==> src/rtl/aes_pkg.sv <==
// Shared Rijndael state helpers: legal column counts, ShiftRows row offsets
// and the state width for a given Nb.
package aes_pkg;

    localparam int NB_DEFAULT = 4;

    function automatic bit nbLegal(input int nb);
        return (nb == 4) || (nb == 6) || (nb == 8);
    endfunction

    // Nb=8 skips offset 2: rows 2 and 3 rotate by 3 and 4 columns.
    function automatic int rowOffset(input int nb, input int r);
        if ((nb == 8) && (r >= 2)) begin
            return r + 1;
        end
        return r;
    endfunction

    function automatic int stateWidth(input int nb);
        return 32 * nb;
    endfunction

endpackage

==> src/rtl/shift_rows_core.sv <==
// Combinational ShiftRows / InvShiftRows on a column-major Rijndael state
// (byte k = s[k mod 4][k div 4], byte 0 in the MSBs).
module shift_rows_core
    import aes_pkg::*;
#(
    parameter int NB = NB_DEFAULT
) (
    input  logic [stateWidth(NB)-1:0] iData,
    input  logic                      iInv,
    output logic [stateWidth(NB)-1:0] oData
);

    localparam int W = stateWidth(NB);

    logic [W-1:0] w_fwd;
    logic [W-1:0] w_inv;

    for (genvar r = 0; r < 4; r++) begin : g_row
        for (genvar c = 0; c < NB; c++) begin : g_col
            localparam int KO = c * 4 + r;
            localparam int KF = ((c + rowOffset(NB, r)) % NB) * 4 + r;
            localparam int KI = ((c - rowOffset(NB, r) + NB) % NB) * 4 + r;

            assign w_fwd[W-1-8*KO -: 8] = iData[W-1-8*KF -: 8];
            assign w_inv[W-1-8*KO -: 8] = iData[W-1-8*KI -: 8];
        end
    end

    assign oData = iInv ? w_inv : w_fwd;

endmodule

==> src/rtl/shift_rows_stream.sv <==
// Streaming ShiftRows stage: permutes on the input path and holds results in a
// two-entry skid buffer (main + skid) so oReady is driven from a flop only.
module shift_rows_stream
    import aes_pkg::*;
#(
    parameter int NB    = NB_DEFAULT,
    parameter int CNT_W = 16
) (
    input  logic                      iClk,
    input  logic                      iRst_n,
    input  logic                      iValid,
    output logic                      oReady,
    input  logic [stateWidth(NB)-1:0] iData,
    input  logic                      iInv,
    output logic                      oValid,
    input  logic                      iReady,
    output logic [stateWidth(NB)-1:0] oData,
    output logic [CNT_W-1:0]          oBlkCnt
);

    localparam int W = stateWidth(NB);

    if (!nbLegal(NB)) begin : g_badNb
        $error("shift_rows_stream: NB must be 4, 6 or 8");
    end

    logic [W-1:0]     w_perm;
    logic             w_accept;
    logic             w_xfer;
    logic [W-1:0]     r_mainData;
    logic             r_mainValid;
    logic [W-1:0]     r_skidData;
    logic             r_skidValid;
    logic [CNT_W-1:0] r_blkCnt;

    shift_rows_core #(
        .NB(NB)
    ) u_core (
        .iData(iData),
        .iInv (iInv),
        .oData(w_perm)
    );

    assign w_accept = iValid && oReady;
    assign w_xfer   = r_mainValid && iReady;

    // The skid entry can only fill while main is stalled, and any accept
    // then lands in skid; when main frees up, skid (if held) refills it first.
    always_ff @(posedge iClk or negedge iRst_n) begin
        if (!iRst_n) begin
            r_mainData  <= '0;
            r_mainValid <= 1'b0;
            r_skidData  <= '0;
            r_skidValid <= 1'b0;
        end else if (!r_mainValid || w_xfer) begin
            if (r_skidValid) begin
                r_mainData  <= r_skidData;
                r_mainValid <= 1'b1;
                r_skidValid <= 1'b0;
            end else if (w_accept) begin
                r_mainData  <= w_perm;
                r_mainValid <= 1'b1;
            end else begin
                r_mainValid <= 1'b0;
            end
        end else if (w_accept) begin
            r_skidData  <= w_perm;
            r_skidValid <= 1'b1;
        end
    end

    always_ff @(posedge iClk or negedge iRst_n) begin
        if (!iRst_n) begin
            r_blkCnt <= '0;
        end else if (w_xfer) begin
            r_blkCnt <= r_blkCnt + 1'b1;
        end
    end

    assign oReady  = ~r_skidValid;
    assign oValid  = r_mainValid;
    assign oData   = r_mainData;
    assign oBlkCnt = r_blkCnt;

endmodule

==> config.mk <==
export PLATFORM = sky130hd
export DESIGN_NAME = shift_rows_stream
export DESIGN_NICKNAME = d
export VERILOG_FILES = /design/src/rtl/aes_pkg.sv /design/src/rtl/shift_rows_core.sv /design/src/rtl/shift_rows_stream.sv
export SDC_FILE = /design/constraint.sdc
export NUM_CORES = 1
export LEC_CHECK = 0
export CORE_ASPECT_RATIO = 0.7
export CORE_MARGIN = 3
export CORE_UTILIZATION = 30
export DETAILED_ROUTE_END_ITERATION = 10
export PLACE_DENSITY = 0.54
export SYNTH_ARGS = -nofsm -noshare
export SYNTH_HDL_FRONTEND = slang
export SYNTH_SLANG_ARGS = --single-unit
==> constraint.sdc <==
create_clock -name iClk -period 1.6 [get_ports iClk]
set_input_delay 0.16 -clock iClk [delete_from_list [all_inputs] [get_ports iClk]]
set_output_delay 0.16 -clock iClk [all_outputs]
set_load 0.05 [all_outputs]
## Word-level counts from Yosys, hierarchy flattened

Cells that the tools add are included.

| word-level totals | value |
|---|---|
| register bits after elaboration | 274 |
| latch bits | 0 |
| RAM bits | 0 |
| ROM bits | 0 |
| input bits | 133 |
| memories kept | 0 |

| cells by class | value |
|---|---|
| add/subtract/negate cells | 1 |
| multipliers | 0 |
| divide/modulo/power cells | 0 |
| $lt $le $gt $ge | 0 |
| eq/ne operators | 0 |
| shifts and indexed selects | 0 |
| mux-type cells | 7 |
| bitwise logic cells | 2 |
| reductions and logical operators | 8 |

Operators with widths:

| kind | count |
|---|---|
| 2-to-1 mux 128 bit | 2 |
| 2-to-1 mux 120 bit | 1 |
| adder 16 x 1 -> 16 bit, second input constant | 1 |
| 2-to-1 mux 1 bit | 4 |
| AND reduction 2 bit | 2 |
| nonzero test 2 bit | 2 |
| logical AND 1 bit | 2 |
| inverter 1 bit | 2 |
| zero test 1 bit | 1 |
| logical OR 1 bit | 1 |

## Longest topological paths before layout

| depth | value |
|---|---|
| word-level depth | 4 |
| depth in mapped cells | 8 |
| mapped depth without buffers | 5 |

## Cells and area by module

From an unflattened synthesis, not the netlist that was laid out.

| second synthesis, totals | value |
|---|---|
| cells, all modules | 1028 |
| area total of the unflattened synthesis | 12991.2 um^2 |

Modules (own cells, without submodules):

| module | times used | cells an instance | area an instance (um^2) |
|---|---|---|---|
| shift_rows_stream | 1 | 893 | 11433.5 |
| shift_rows_core | 1 | 135 | 1557.7 |

## Least setup slack after synthesis

Ideal clock, no wire load.

| timing path | value |
|---|---|
| path kind | register to register |
| start point | register r_mainValid, in the netlist oValid |
| end point | register r_skidData[104] |
| setup time | 0.125 ns |
| data arrival time | 1.690 ns |
| data required time | 1.475 ns |
| path slack | -0.215 ns |
| cell stages (with the launch flop) | 6 |
| path buffers | 2 |
| clock period less this slack | 1.815 ns |
| cells stage by stage | dfrtp_1 nand2b_4 nor3b_2 buf_4 buf_4 mux2_2 |

| between the ends | value |
|---|---|
| cells in the longest elaborated chain, start to end | 4 |
| elaborated cells between the ends (all ways) | 5 |

RTL lines:

| what | RTL line | source |
|---|---|---|
| from (decl) | shift_rows_stream.sv:31 | `logic r_mainValid;` |
| from (signal assigned) | shift_rows_stream.sv:52 | `r_mainValid <= 1'b0;` |
| from (signal assigned) | shift_rows_stream.sv:58 | `r_mainValid <= 1'b1;` |
| from (signal assigned) | shift_rows_stream.sv:62 | `r_mainValid <= 1'b1;` |
| zero test 1 bit or logical AND 1 bit (tied branches) | shift_rows_stream.sv:55, shift_rows_stream.sv:45 |  |
| logical OR 1 bit (*) | shift_rows_stream.sv:55 | `end else if (!r_mainValid \|\| w_xfer) begin` |
| inverter 1 bit (no source line) (*) | -- |  |
| AND reduction 2 bit (no source line) (*) | -- |  |
| to (signal assigned) | shift_rows_stream.sv:67 | `r_skidData <= w_perm;` |
| to (decl) | shift_rows_stream.sv:32 | `logic [W-1:0] r_skidData;` |

Every way passes the cells marked *; elsewhere a longest branch is shown, timed or not.
A chain may end at the register's enable or synchronous reset.

## Worst setup path after layout

| timing path | value |
|---|---|
| start point | register r_skidValid |
| end point | register r_skidData[26] |

| between the ends | value |
|---|---|
| cells in the longest elaborated chain, start to end | 3 |

RTL lines:

| what | RTL line | source |
|---|---|---|
| from (decl) | shift_rows_stream.sv:33 | `logic r_skidValid;` |
| from (signal assigned) | shift_rows_stream.sv:54 | `r_skidValid <= 1'b0;` |
| from (signal assigned) | shift_rows_stream.sv:59 | `r_skidValid <= 1'b0;` |
| from (signal assigned) | shift_rows_stream.sv:68 | `r_skidValid <= 1'b1;` |
| inverter 1 bit | shift_rows_stream.sv:80 | `assign oReady = ~r_skidValid;` |
| logical AND 1 bit | shift_rows_stream.sv:44 | `assign w_accept = iValid && oReady;` |
| AND reduction 2 bit (no source line) | -- |  |

No other way between the ends.

==> qor.yml <==
status: "finished with violations"
violations: "setup timing"
r2r_cells: 6
antenna_cells: 0
finClkSkew_ps: 9.62
overflow: 0
routedWlPerCell_um: 17.9
yosys_warnings: 0
cts_sinks: 274
finalPower_mw: 24.3
synthFlopType: "dfrtp_1"
area_growth_pct: 46.9
viasPerCell: 4.64
die_area_sq_mm: 0.0420
crit_buf_inv: 4
fin_hold_ws_ps: 120
mostFrequentLayoutCells: "dfrtp_1, buf_4, nand2_1, clkdlybuf4s50_1, mux2i_1"
cts_max_level: 1
r2r-end: "r_skidData[26]"
grt_first_pass_wirelength_um: 54100
hold_violations: 0
cp.required_ps: 2030
path_clk_slew_ps: 60
fin_nets: 1564
place_hpwl_um: 23800
rsz0062_at_grt: "yes"
routed_wirelength_um: 35400
drv_cap: 0
path_delay_family: "buffers and inverters"
p_leak_nw: 7.79
setup_violations: 120
antenna_found_initial: 0
arrival_ps: 2160
synth_area_sq_mm: 0.0119
worst_skew_pair.late_latency_ps: 550
syn_nets: 1239
syn_inst: 1105
synth_edf_count: 0
async_reset_ff_share_pct: 100
powerDensity_mw_per_mm2: 1400
cts_tree: "done"
ys_seq_area_share_pct: 57.8
initial_utilization_pct: 30.6
ios: 279
worstReg2RegStart: "r_skidValid"
slowest_stage: "dfrtp_4"
cts_root_buf: "clkbuf_16"
irDropWorstVdd_mv: 0.734
dieHeight_um: 172
grt_use_total_pct: 16.3
cts_made_buffers: 29
die_w_um: 244
final_common_cell: "dfrtp_1"
final_util_pct: 45.0
worst_slack_ps: -130
critPathMaxStageDelay_ps: 490
cp-end-kind: "flop"
drc_errors: 0
cp_cell_sequence: "buf_6 -> nor3b_4 -> buf_6 -> buf_12 -> buf_12 -> mux2_4"
drv_slew: 0
crit_fanout: 8
via_count: 9169
syn_avg_cell_area_sq_um: 10.7
drt_iter0_drc: 492
final_cell_area_sq_mm: 0.0174
drive_above_1_share_pct: 28.4
finalCriticalPeriod_ps: 1730
antenna_left: 0
min_path_type: "in2async"
critPathLaunch: "r_skidValid"
place_area_sq_mm: 0.0153
timing.final.crit_share_pct: 108
synth-seq-cells: 274
ys_types: 28
rows: 60
coreArea_sq_mm: 0.0387
rrSetupSlack_ps: -130
drtPass1Iterations: 5
fillerInstances: 3696
clockBufferDepth: 3
place_congestion: 0.791
max_slew_margin_pct: 72.0
crit_type: "reg2reg"
cp-start-kind: "flop"
portBuffers: 278
grt_max_degree: 64
fmax_mhz: 578
tightest_slew_ps: 420
grt_pass1_vias: 9306
==> stage by stage <==
stage / setup slack (ps) / TNS (ps) / instances
after floorplan: -28.7 / -1250 / 1105
after global placement: -306 / -35900 / 1892
after detailed placement: -326 / -38080 / 1892
after CTS: -166 / -9810 / 1971
after global routing: -166 / -15280 / 1978
final: -130 / -8930 / 1978
==> registers in the layout, indices dropped and copies added, names as in the netlist <==
signal and flops:
oBlkCnt 16, oData 128, oValid 1, r_skidData 128, r_skidValid 1
==> kinds of logic (layout without fill, tap and decap cells) <==
| group | count (synthesis) | count (layout) | share of synthesized area [%] |
|---|---|---|---|
| AO/OA/AOI/OAI | 257 | 257 | 10.9 |
| XOR/XNOR | 15 | 15 | 1.11 |
| adder cells (fa/ha/maj) | 1 | 1 | 0.106 |
| buffers and inverters | 80 | 426 | 3.61 |
| flip-flops | 274 | 274 | 57.8 |
| multiplexers | 193 | 193 | 17.0 |
| AND/OR/NAND/NOR | 285 | 285 | 9.49 |
==> metal layers <==
metal  share of wire [%]  up-vias  track usage [%]
li1                    -     4434                -
met1                  47     4466             22.7
met2                  45      219             25.8
met3                 5.3       50             3.81
met4                 2.7        0             4.15
met5                   0        -                0
==> worst max path at each step <==
stage	to	slack (ps)	depth (start not counted)
6_report	r_skidData[26]	-130	6
2_1_floorplan	r_skidData[104]	-30	5
4_1_cts	r_skidData[15]	-170	7
5_1_grt	r_skidData[26]	-170	6
3_3_place_gp	r_skidData[54]	-310	8
3_5_place_dp	r_skidData[26]	-330	6
==> report_power, final <==
| part | switching (mW) | internal, mW | leakage, nW |
|---|---|---|---|
| Clock | 2.83 | 4.14 | 0.491 |
| Sequential | 0.982 | 8.43 | 3.27 |
| Combinational | 4.86 | 3.06 | 4.04 |
| Total | 8.68 | 15.6 | 7.79 |
==> cell type report <==
type                       instances  area [sq um]  area share (%)
sequential                       274          6860            39.4
multi-input combinational        751          5000            28.7
timing repair buffer             372          3900            22.4
clock buffer                      37           796            4.57
tap                              527           659            3.79
clock inverter                    15           179            1.03
inverter                           2          20.0           0.115
==> synth_stat cells, types with 12 or more instances <==
cell | count | area share (%)
buf_4 | 22 | 1.4
a21oi_1 | 128 | 5.4
dfrtp_1 | 274 | 58
mux2_2 | 63 | 6.0
clkbuf_1 | 22 | 0.70
buf_2 | 30 | 1.3
xnor2_1 | 12 | 0.89
nand2_1 | 135 | 4.3
nor2_1 | 133 | 4.2
o21ai_0 | 123 | 5.2
mux2i_1 | 128 | 11
==> what timing repair did <==
action | in CTS | in global routing
hold buffers | 1 | 0
setup endpoints to repair | 94 | 129
pin swaps | 5 | 2
resized for setup | 104 | 69
cloned | 12 | 4
endpoints found under the hold margin | 274 | 0
setup buffers | 14 | 6
No activity file was read; power rests on OpenSTA's default activity.
